==> config.mk <==
export PLATFORM = sky130hd
export DESIGN_NAME = regs_access_arbiter
export DESIGN_NICKNAME = d
export VERILOG_FILES = /design/src/rtl/regs_access_arbiter.sv
export SDC_FILE = /design/constraint.sdc
export NUM_CORES = 1
export LEC_CHECK = 0
export BUFFER_PORTS_ARGS = -buffer_cell sky130_fd_sc_hd__buf_2
export CORE_AREA = 2 2 95 97
export CTS_CLUSTER_DIAMETER = 40
export DETAILED_ROUTE_END_ITERATION = 10
export DIE_AREA = 0 0 97 99
export PLACE_DENSITY = 0.77
export SLEW_MARGIN = 0
export SYNTH_ARGS = -nofsm -noshare
export SYNTH_HDL_FRONTEND = slang
export SYNTH_SLANG_ARGS = --single-unit
export TNS_END_PERCENT = 1
==> constraint.sdc <==
create_clock -name ACLK -period 3.51 [get_ports ACLK]
set_clock_uncertainty 0.15 [all_clocks]
set_input_delay 0.1755 -clock ACLK [delete_from_list [all_inputs] [get_ports ACLK]]
set_output_delay 0.1755 -clock ACLK [all_outputs]
set_load 0.01 [all_outputs]
==> src/rtl/regs_access_arbiter.sv <==
// Arbitrates the simple-dual-port register RAM between the AXI bridge, which can never be
// stalled, and the internal host FSMs, which use a req/gnt handshake.
module regs_access_arbiter #(
  parameter int ADDR_BITS = 5,
  parameter int DATA_BITS = 32
) (
  input  logic                   ACLK,
  input  logic                   ARESETN,
  input  logic [ADDR_BITS-1:0]   a_waddr,
  input  logic [DATA_BITS-1:0]   a_wdata,
  input  logic [DATA_BITS/8-1:0] a_wstb,
  input  logic                   a_wen,
  input  logic [ADDR_BITS-1:0]   a_raddr,
  input  logic                   a_ren,
  input  logic                   a_regen,
  output logic [DATA_BITS-1:0]   a_rdata,
  input  logic                   h_req,
  input  logic                   h_we,
  input  logic [ADDR_BITS-1:0]   h_addr,
  input  logic [DATA_BITS-1:0]   h_wdata,
  input  logic [DATA_BITS/8-1:0] h_wstb,
  output logic                   h_gnt,
  output logic [DATA_BITS-1:0]   h_rdata,
  output logic                   h_rvalid,
  output logic [ADDR_BITS-1:0]   ram_waddr,
  output logic [DATA_BITS-1:0]   ram_wdata,
  output logic [DATA_BITS/8-1:0] ram_wstb,
  output logic                   ram_we,
  output logic [ADDR_BITS-1:0]   ram_raddr,
  output logic                   ram_re,
  input  logic [DATA_BITS-1:0]   ram_rdata,
  output logic [1:0]             state
);

  // Handshake: h_req is held with stable h_we/h_addr/h_wdata/h_wstb until h_gnt is seen
  // high for one cycle; that cycle issues the RAM access. A host read returns h_rdata with
  // a one-cycle h_rvalid pulse two cycles after h_gnt. AXI accesses are never refused.
  typedef enum logic [1:0] {
    IDLE    = 2'd0,
    RD_WAIT = 2'd1,
    RD_DONE = 2'd2
  } state_t;

  state_t cur_state, nxt_state;
  logic   a_rd_pend;
  logic   h_wr_gnt, h_rd_gnt;

  assign state = cur_state;

  // A host read must also avoid the cycle where the AXI read data is being captured.
  assign h_wr_gnt = (cur_state == IDLE) && h_req && h_we && !a_wen;
  assign h_rd_gnt = (cur_state == IDLE) && h_req && !h_we && !a_ren && !a_rd_pend;

  always_comb begin
    nxt_state = cur_state;
    h_gnt     = 1'b0;
    ram_we    = 1'b0;
    ram_re    = 1'b0;
    ram_waddr = a_waddr;
    ram_wdata = a_wdata;
    ram_wstb  = a_wstb;
    ram_raddr = a_raddr;
    if (ARESETN) begin
      h_gnt  = h_wr_gnt || h_rd_gnt;
      ram_we = a_wen || h_wr_gnt;
      ram_re = a_ren || h_rd_gnt;
    end
    if (!a_wen) begin
      ram_waddr = h_addr;
      ram_wdata = h_wdata;
      ram_wstb  = h_wstb;
    end
    if (!a_ren) ram_raddr = h_addr;
    case (cur_state)
      IDLE:    if (h_rd_gnt) nxt_state = RD_WAIT;
      RD_WAIT: nxt_state = RD_DONE;
      RD_DONE: nxt_state = IDLE;
      default: nxt_state = IDLE;
    endcase
  end

  always_ff @(posedge ACLK or negedge ARESETN) begin
    if (!ARESETN) begin
      cur_state <= IDLE;
      a_rd_pend <= 1'b0;
      a_rdata   <= '0;
      h_rdata   <= '0;
      h_rvalid  <= 1'b0;
    end else begin
      cur_state <= nxt_state;
      if (a_ren)        a_rd_pend <= 1'b1;
      else if (a_regen) a_rd_pend <= 1'b0;
      if (a_regen) a_rdata <= ram_rdata;
      // RAM output for the host read is valid throughout RD_WAIT.
      if (cur_state == RD_WAIT) h_rdata <= ram_rdata;
      h_rvalid <= (cur_state == RD_WAIT);
    end
  end

endmodule
==> results by group, run 1 <==
Clock tree
  • Maximum clock path buffer count: 2
  • CTS Hold Bufs: 34
  • CTS buffer count: 9
  • CTS tree: done
  • Cts repair resizes: 0
  • Clk slew on worst S/H paths: 0.07 ns
  • Latest clock arrival within the worst-skew pair: 0.33 ns
  • Clk sinks: 68
  • Post-CTS Setup Inserts: 0
  • H-tree Lvls: 3
  • Clk root buf: clkbuf_8

Drt
  • Wire length on met2: 5.45 mm
  • Antenna Nets Post-Route: 0
  • Drt pass-1 iters: 4
  • Post-Route M1 WL: 4.04 mm
  • Routed wire per std cell: 17.7 um
  • Final WL: 10.5 mm
  • Top Layer Used: met5
  • WL met3: 758 um
  • Vias: 2,790
  • Vias per cell: 4.71
  • Number of remaining DRC errors: 0
  • Initial DRC count: 71

Pwr
  • Pleak: 2.60 nW
  • Power per cell area: 466 mW/mm^2
  • Max VDD drop: 180 uV

Run
  • Max Cap Viol: 0

Floorplanning
  • Top Ports: 242
  • Core box area: 0.00855 mm^2
  • Die area: 0.00960 mm^2
  • Initial Util: 0.382
  • Die height: 99 um
  • Row count: 34
  • Die width: 97 um

Worst setup path
  • Startpoint types: flop
  • Worst Path Max Fanout: 23
  • Worst Setup End Kind: flop
  • Reg-to-Reg Start: state[1]
  • CP required: 3.58 ns
  • CP arrival: 2.04 ns
  • CP max stage delay: 0.45 ns
  • Crit Path Class: reg2reg
  • Crit path max-delay cell type: buf_4
  • CP Cell Sequence: nor2b_4 -> buf_4 -> mux2_2
  • Worst setup path startpoint: state[1]

Outcome
  • Status: finished, final reports clean

Placed design
  • Port bufs: 241
  • Gpl congestion: 0.807
  • DPL Wire Length: 7.80 mm
  • Dpl cell area: 0.00450 mm^2

Synthesis
  • Synth Instances: 205
  • Mapped Avg Cell Area: 15.9 um^2
  • Yosys warning count: 0
  • Yosys cell types: 17
  • FF+latch count, synth: 68
  • Register area share after synthesis: 0.521
  • Post-Syn Nets: 331
  • Netlist Area Pre-Place: 0.00327 mm^2

Timing
  • RSZ-0062 raised after global routing: no
  • Final Max Slew Viols: 0
  • Fin crit period: 1.97 ns
  • Final setup fails: 0
  • Setup TNS: 0 ns
  • Max Freq: 0.508 GHz
  • Final hold violation count: 0
  • Worst-Margin Slew: 0.872 ns
  • Worst slew margin: 0.419
  • Final period utilization: 0.561

Finish
  • Antenna cell count: 0
  • Fill cell count: 677
  • Nets: 605
  • Util after Layout: 0.591
  • Fraction of final layout cells with drive strength greater than 1: 0.769
  • P&R area growth vs syn: 54.7%
  • Finished Cell Area: 0.00505 mm^2

Global route
  • GRT overflow: 0
  • Vias in the first global route: 2,872
  • Pin count of the biggest net entering global routing: 60
  • First-pass GRT wire length: 16.0 mm
  • Tot GR Track Use: 0.215
  • Antenna violations before repair: 1

Hold path
  • Hold crit path type: in2reg
  • Hold_sp: a_ren
[report_power, final]
group	leakage, nW	switching, W	internal [W]
registers	0.816	0.0000828	0.000920
logic	1.68	0.000295	0.000388
clock network	0.106	0.000303	0.000368
total	2.60	0.000681	0.00168
[final cells by class]
class / instances / area, um^2 / share of cell area
Inverter: 1 / 3.75 / 0.000743
Multi-Input combinational cell: 122 / 1440 / 0.285
Clock buffer: 11 / 151 / 0.0300
Sequential cell: 68 / 1700 / 0.337
Timing Repair Buffer: 277 / 1560 / 0.309
Tap cell: 108 / 135 / 0.0267
Clock inverter: 5 / 60.1 / 0.0119
[logic make-up after synthesis]
kind of cell	count (synthesis)	share of synthesized area
multiplexers	110	0.412
AO/OA/AOI/OAI	4	0.00996
buffers and inverters	15	0.0383
flip-flops	68	0.521
AND/OR/NAND/NOR	8	0.0184
[cells in the mapped netlist]
cell,instances,area share
and4bb_2,1,0.0038
nor3_1,1,0.0015
buf_6,1,0.0034
o21a_1,1,0.0023
nor2b_1,1,0.0019
a21o_1,1,0.0023
mux2_4,29,0.13
buf_12,3,0.018
and3_1,1,0.0019
buf_2,10,0.015
nor2_1,2,0.0023
a22o_1,2,0.0054
mux2_2,81,0.28
dfrtp_1,68,0.52
inv_1,1,0.0011
nor2b_4,1,0.0042
and2b_2,1,0.0027
[per-stage QoR]
step / setup WS [ns] / std cells / power [W] / hold slack, ns
after CTS: 1.55 / 592 / 0.00237 / 0.0401
after detailed placement: 1.55 / 542 / 0.00166 / -0.0654
after global routing: 1.48 / 592 / 0.00247 / 0.0692
after floorplan: 2.10 / 205 / 0.00134 / -0.270
final: 1.54 / 592 / 0.00236 / 0.0477
after global placement: 1.61 / 542 / 0.00165 / -0.0660
[cell usage in the layout, fill, tap and decap left out]
| cell type | n |
|---|---|
| a21o_1 | 1 |
| a22o_1 | 2 |
| and2b_2 | 1 |
| and3_1 | 1 |
| and4bb_2 | 1 |
| buf_2 | 241 |
| buf_4 | 2 |
| bufinv_16 | 1 |
| clkbuf_8 | 11 |
| clkinv_2 | 1 |
| clkinv_4 | 2 |
| clkinvlp_4 | 1 |
| dfrtp_1 | 68 |
| dlygate4sd3_1 | 34 |
| inv_1 | 1 |
| mux2_2 | 81 |
| mux2_4 | 29 |
| nor2_1 | 2 |
| nor2b_1 | 1 |
| nor2b_4 | 1 |
| nor3_1 | 1 |
| o21a_1 | 1 |
[per-layer routing]
metal	vias up	GRT usage
li1	1288	-
met1	1333	0.246
met2	153	0.383
met3	14	0.0638
met4	2	0.0769
met5	-	0
[worst paths after layout]
check	end	slack (ns)	depth (start not counted)
hold reg to reg	a_rdata[27]	0.35	1
setup reg to reg	h_rdata[1]	1.54	3
min in group asynchronous	h_rdata[4]	0.14	2
max in group asynchronous	a_rdata[7]	2.05	3
hold / removal	a_rd_pend	0.05	2
setup / recovery	h_rdata[1]	1.54	3
[sequential cells by signal, indices dropped and copies added, names as in the netlist]
signal and count:
a_rdata 32, h_rdata 32, state 2, a_rd_pend 1, h_rvalid 1
[worst max-delay path: cells and delay by family, from the launching register on]
kind,cells,cell delay [ns]
AND/OR/NAND/NOR,1,0.41
buffers and inverters,1,0.45
flip-flops,1,0.44
multiplexers,1,0.38
Note: power is estimated with default switching activity, not from simulation.
==> run 2: changes to the inputs <==
--- a/config.mk
+++ b/config.mk
@@ -5,12 +5,13 @@
 export SDC_FILE = /design/constraint.sdc
 export NUM_CORES = 1
 export LEC_CHECK = 0
+export ABC_AREA = 1
 export BUFFER_PORTS_ARGS = -buffer_cell sky130_fd_sc_hd__buf_2
-export CORE_AREA = 2 2 95 97
+export CORE_MARGIN = 2
+export CORE_UTILIZATION = 36
 export CTS_CLUSTER_DIAMETER = 40
 export DETAILED_ROUTE_END_ITERATION = 10
-export DIE_AREA = 0 0 97 99
-export PLACE_DENSITY = 0.77
+export PLACE_DENSITY = 0.76
 export SLEW_MARGIN = 0
 export SYNTH_ARGS = -nofsm -noshare
 export SYNTH_HDL_FRONTEND = slang
==> constraint.sdc (replaced) <==
create_clock -name ACLK -period 1.7 [get_ports ACLK]
set_clock_uncertainty 0.15 [all_clocks]
set_input_delay 0.085 -clock ACLK [delete_from_list [all_inputs] [get_ports ACLK]]
set_output_delay 0.085 -clock ACLK [all_outputs]
set_load 0.01 [all_outputs]
==> run 2 against run 1 <==
  * Final cell count grew 30%
  * Critical path depth grew 2
  * Largest cell class unchanged
  * Synthesized area shrank 2.6%
  * First-iteration DRC count grew 73%
  * Worst hold slack gained 0.035 ns
  * Largest power group unchanged
  * Routed wire length grew 17%
==> results by group, run 2 <==
Floorplanning
  • Die width: 98.0 um
  • Top Ports: 242
  • Initial Util: 0.368
  • Die height: 98.0 um
  • Core box area: 0.00864 mm^2
  • Row count: 34
  • Die area: 0.00961 mm^2

Drt
  • Routed wire per std cell: 15.9 um
  • Drt pass-1 iters: 4
  • Vias: 3,585
  • Final WL: 12.3 mm
  • Initial DRC count: 123
  • Antenna Nets Post-Route: 0
  • Vias per cell: 4.65
  • Number of remaining DRC errors: 0

Worst setup path
  • Reg-to-Reg Start: state[1]
  • Startpoint types: flop
  • CP arrival: 1.38 ns
  • Crit Path Class: reg2out
  • CP required: 1.46 ns
  • Flop-to-flop setup slack: 0.11 ns
  • Worst Setup End Kind: output pin
  • Reg-to-reg endpoint: state[0]
  • R2R depth: 6
  • Worst Path Max Fanout: 3

Synthesis
  • Synth top cells by count: nand2_1 (209), dfrtp_1 (68), inv_1 (20)
  • Number of synthesized flops with an enable pin: 0
  • Mapped Avg Cell Area: 8.42 um^2
  • Post-Syn Nets: 504
  • Register area share after synthesis: 0.535
  • Yosys cell types: 15
  • Top-area cell type share of the netlist area: 0.535
  • Largest cells by area after synthesis: dfrtp_1 (53%), nand2_1 (25%), mux2_2 (6.4%), mux2_4 (4.2%), o21ai_0 (2.7%)
  • Most numerous cell in the Yosys netlist: nand2_1
  • FF+latch count, synth: 68
  • Yosys warning count: 0
  • Netlist Area Pre-Place: 0.00318 mm^2
  • Fraction of registers with async set/reset: 1.00
  • Synth area leader: dfrtp_1
  • Top FF cell, synth: dfrtp_1
  • Synth Instances: 378

Finish
  • Most common cell after layout, fill and taps aside: buf_2
  • Fraction of final layout cells with drive strength greater than 1: 0.454
  • Final Non-Filler Cells: 771
  • Commonest non-fill, non-tap cells in the layout: buf_2 (241), nand2_1 (207), dfrtp_1 (68)
  • Nets: 784
  • Fill cell count: 775
  • Antenna cell count: 0
  • P&R area growth vs syn: 61.3%

Pwr
  • Max VDD drop: 749 uV
  • Internal: 0.00351 W
  • Sw Ratio: 0.301
  • Sequential power share: 0.411
  • Pleak: 3.02 nW
  • Combinational share of power: 0.270
  • Switching power: 0.00151 W
  • Clock Power Share: 0.319
  • Power per cell area: 978 mW/mm^2

Global route
  • Met3 usage: 0.0680
  • Antenna violations before repair: 0
  • Busiest layer in global routing: met2
  • Met1 GRT Util: 0.279
  • Met2 usage: 0.462
  • First-pass GRT wire length: 18.5 mm
  • Vias in the first global route: 3,494
  • Tot GR Track Use: 0.248
  • Pin count of the biggest net entering global routing: 68
  • GRT overflow: 0

Placed design
  • Cells after DPL: 716
  • DPL Wire Length: 8.96 mm
  • Gpl congestion: 0.976
  • Port bufs: 241

Timing
  • Final period utilization: 0.953
  • RSZ-0062 raised after global routing: yes
  • Final setup fails: 0
  • Final hold violation count: 0
  • Worst slew margin: 0.626
  • Hold_ws: 0.0828 ns
  • Final Max Slew Viols: 0
  • Fin crit period: 1.62 ns
  • Worst-Margin Slew: 0.561 ns
  • Max Freq: 0.617 GHz

Clock tree
  • Clk sinks: 68
  • H-tree Lvls: 3
  • CTS tree: done
  • Maximum clock path buffer count: 2
  • CTS buffer count: 9
  • Latest clock arrival within the worst-skew pair: 0.34 ns
  • Clk root buf: clkbuf_8
  • Clk slew on worst S/H paths: 0.08 ns

Run
  • Max Cap Viol: 0

Hold path
  • WHS Endpoint: a_rdata[0]
  • Hold-critical path depth: 3
  • Hold_sp: a_regen
  • Hold crit path type: in2reg

Outcome
  • Status: finished, final reports clean
[run 2: cell count changes after synthesis, sizes merged, moves of 4 or more]
cell / delta
mux2: -83
nand2: +210
inv: +20
a21oi: +7
o21ai: +17
buf: +4
nor2: +5
[run 2: through the flow]
| step | total power, W | TNS, ns | instance area [um^2] | util | worst slack [ns] |
|---|---|---|---|---|---|
| 2_1_floorplan | 0.00266 | 0 | 3180 | - | 0.496 |
| 3_3_place_gp | 0.00332 | 0 | 4500 | 0.521 | 0.344 |
| 3_5_place_dp | 0.00337 | 0 | 4500 | 0.521 | 0.285 |
| 4_1_cts | 0.00505 | 0 | 5120 | 0.593 | 0.0157 |
| 5_1_grt | 0.00529 | -0.0169 | 5130 | 0.594 | -0.0169 |
| 6_report | 0.00502 | 0 | 5130 | 0.594 | 0.0804 |
[run 2: final cells by class]
type                            count  area (um^2)  share of cell area
Sequential cell                    68         1700               0.332
Timing Repair Buffer              289         1680               0.328
Multi-Input combinational cell    269         1290               0.252
Tap cell                          108          135              0.0263
Clock buffer                       10          128              0.0249
Clock inverter                      6          113              0.0219
Inverter                           21         78.8              0.0154
[run 2: cells by family after synthesis]
| family | Yosys count | synth area share |
|---|---|---|
| AOI/OAI and AO/OA | 24 | 0.0377 |
| DFF | 68 | 0.535 |
| muxes | 27 | 0.106 |
| and+or+nand+nor | 218 | 0.259 |
| buffers and inverters | 41 | 0.0625 |
[run 2: power by group through the flow]
| stage | Sequential [W] | Clock (W) | Combinational [W] |
|---|---|---|---|
| 3_3_place_gp | 0.00207 | 0 | 0.00125 |
| 3_5_place_dp | 0.00208 | 0 | 0.00129 |
| 2_1_floorplan | 0.00221 | 0 | 0.000447 |
| 5_1_grt | 0.00210 | 0.00171 | 0.00148 |
| 4_1_cts | 0.00206 | 0.00163 | 0.00136 |
| 6_report | 0.00206 | 0.00160 | 0.00136 |
[run 2: worst max-delay path by stage]
stage | startpoint | to | depth (start not counted)
after global routing | state[1] | h_gnt | 5
after floorplan | state[1] | h_rdata[12] | 6
after detailed placement | state[1] | h_rdata[6] | 5
after global placement | state[0] | h_gnt | 6
after CTS | state[1] | ram_re | 6
final | state[1] | h_gnt | 5
[run 2: what timing repair did]
item                                    in CTS  in global routing
endpoints found under the setup margin       2                  3
hold buffers                                37                  0
resized for setup                            3                  3
buffers inserted                             1                  1
gates cloned                                 0                  0
hold endpoints to repair                   134                  0
pin swaps                                    2                  1
[run 2: per-layer routing]
layer | routed length [um] | up-vias
met3 | 1020 | 8
met1 | 4530 | 1678
met4 | 125 | 0
met5 | 0 | -
li1 | - | 1719
met2 | 6570 | 180
[run 2: worst max-delay path: stages (launching register included)]
cell     delay, ns
dfrtp_1       0.41
nor2_2        0.14
buf_4         0.12
nand4_1       0.08
a21oi_2       0.15
buf_2         0.15
==> run 3: changes to the inputs <==
--- a/config.mk
+++ b/config.mk
@@ -8,10 +8,12 @@
 export ABC_AREA = 1
 export BUFFER_PORTS_ARGS = -buffer_cell sky130_fd_sc_hd__buf_2
 export CORE_MARGIN = 2
-export CORE_UTILIZATION = 36
+export CORE_UTILIZATION = 37
+export CTS_BUF_LIST = sky130_fd_sc_hd__clkbuf_8
 export CTS_CLUSTER_DIAMETER = 40
 export DETAILED_ROUTE_END_ITERATION = 10
-export PLACE_DENSITY = 0.76
+export PLACE_DENSITY = 0.78
+export SETUP_SLACK_MARGIN = 0.5
 export SLEW_MARGIN = 0
 export SYNTH_ARGS = -nofsm -noshare
 export SYNTH_HDL_FRONTEND = slang
==> constraint.sdc (replaced) <==
create_clock -name ACLK -period 1.7 [get_ports ACLK]
set_clock_uncertainty 0.15 [all_clocks]
set_input_delay 0.085 -clock ACLK [delete_from_list [all_inputs] [get_ports ACLK]]
set_output_delay 0.085 -clock ACLK [all_outputs]
set_load 0.02 [all_outputs]
==> run 3 against run 2 <==
  * Final cell count fell by 0.78%
  * Die area fell by 2.6%
  * Clock power fell by 7%
  * Setup slack improved by 0.043 ns
  * The flow now finishes with violations (negative hold slack)
==> results by group, run 3 (synthesis results as in run 2) <==
Drt
  • Initial DRC count: 147
  • Post-Route M1 WL: 4.90 mm
  • Vias: 3,596
  • Drt pass-1 iters: 4
  • Wire length on met2: 6.82 mm
  • Routed wire per std cell: 16.7 um
  • Top Layer Used: met4
  • Vias per cell: 4.70
  • Number of remaining DRC errors: 0
  • Final WL: 12.8 mm
  • Antenna Nets Post-Route: 0
  • WL met3: 888 um

Floorplanning
  • Row count: 33
  • Top Ports: 242
  • Initial Util: 0.385
  • Die area: 0.00936 mm^2
  • Die height: 96.7 um
  • Core box area: 0.00826 mm^2
  • Die width: 96.7 um

Placed design
  • Gpl congestion: 0.920
  • Port bufs: 241
  • DPL Wire Length: 9.33 mm

Finish
  • Fraction of final layout cells with drive strength greater than 1: 0.465
  • Util after Layout: 0.624
  • Fill cell count: 703
  • Commonest non-fill, non-tap cells in the layout: buf_2 (238), nand2_1 (206), dfrtp_1 (66)
  • P&R area growth vs syn: 62.0%
  • Nets: 781
  • Antenna cell count: 0
  • Most common cell after layout, fill and taps aside: buf_2

Pwr
  • Overall power: 0.00524 W
  • Power per cell area: 1020 mW/mm^2
  • Max VDD drop: 683 uV
  • Pleak: 3.02 nW

Outcome
  • Failing checks: negative hold slack
  • Status: finished, violations left

Clock tree
  • Clk slew on worst S/H paths: 0.07 ns
  • Clk root buf: clkbuf_8
  • Clk sinks: 68
  • CTS buffer count: 9
  • Maximum clock path buffer count: 2
  • H-tree Lvls: 3
  • CTS tree: done
  • Latest clock arrival within the worst-skew pair: 0.33 ns
  • CTS Hold Bufs: 35

Timing
  • Final Max Slew Viols: 0
  • Hold_ws: -0.0140 ns
  • Worst slew margin: 0.776
  • RSZ-0062 raised after global routing: yes
  • Worst-Margin Slew: 0.336 ns
  • Max Freq: 0.634 GHz
  • Setup TNS: 0 ns
  • Final hold violation count: 1
  • Fin crit period: 1.58 ns
  • Final period utilization: 0.927
  • Final setup fails: 0

Worst setup path
  • Startpoint types: flop
  • Worst Setup End Kind: output pin
  • CP required: 1.46 ns
  • CP arrival: 1.34 ns
  • Worst Path Max Fanout: 2
  • Crit Path Class: reg2out

Run
  • Max Cap Viol: 0

Global route
  • Tot GR Track Use: 0.268
  • Antenna violations before repair: 0
  • GRT overflow: 0
  • Vias in the first global route: 3,734
  • First-pass GRT wire length: 19.7 mm
  • Pin count of the biggest net entering global routing: 65

Hold path
  • Hold crit path type: in2reg
run 3: changes by cell type in the layout (fill, tap and decap cells not counted), moves of 2 or more:
cell / delta
buf_2: -3
buf_6: +3
a21oi_4: +2
buf_4: -2
clkinv_4: -2
dfrtp_1: -2
dfrtp_2: +2
dlygate4sd3_1: -2
run 3: critical path, cell delays in order (launching register included):
cell and delay [ns]:
dfrtp_2 0.42, nor2_4 0.12, nand2_2 0.07, inv_2 0.08, nand2_4 0.06, a21oi_4 0.12
buf_6 0.13
run 3: final timing paths:
| path | cells past startpoint | slack (ns) | to | start |
|---|---|---|---|---|
| max in group asynchronous | 3 | 0.72 | a_rdata[4] | ARESETN |
| max reg2reg | 6 | 0.20 | h_rdata[20] | state[1] |
| min | 5 | -0.01 | state[0] | h_req |
| min in group asynchronous | 2 | 0.06 | a_rd_pend | ARESETN |
| min reg2reg | 2 | 0.32 | h_rdata[10] | h_rdata[10] |
| max | 6 | 0.12 | h_gnt | state[0] |
run 3: stage by stage:
stage	worst slack, ns	instances	area, um^2
after floorplan	0.485	378	3220
after global placement	0.357	712	4530
after detailed placement	0.267	712	4530
after CTS	0.109	765	5150
after global routing	0.0383	765	5150
final	0.124	765	5150
run 3: metal layers:
metal | global-route usage | up-vias
met2 | 0.497 | 159
met3 | 0.0643 | 16
met4 | 0.0693 | 0
met5 | 0 | -
li1 | - | 1714
met1 | 0.307 | 1707
run 3: area by class of cell:
cell class	instances	area, um^2	share of cell area
tap	105	131	0.0255
clock buffer	10	138	0.0267
timing repair buffer	286	1690	0.327
clock inverter	6	86.3	0.0167
inverter	21	81.3	0.0158
sequential	68	1700	0.331
multi-input combinational	269	1330	0.257
run 3: what timing repair did:
| action | 4_1_cts | 5_1_grt |
|---|---|---|
| hold endpoints to repair | 134 | 1 |
| gates resized for setup | 13 | 2 |
| setup buffers | 2 | 0 |
| endpoints found under the setup margin | 38 | 76 |
| gates cloned | 0 | 0 |
| pin swaps | 2 | 0 |
run 3: where the power goes:
group          total, W  switching (W)  internal (W)  leakage [nW]
Sequential      0.00207       0.000167       0.00190         0.804
Combinational   0.00168        0.00104      0.000638          2.10
Clock           0.00149       0.000623      0.000866         0.113
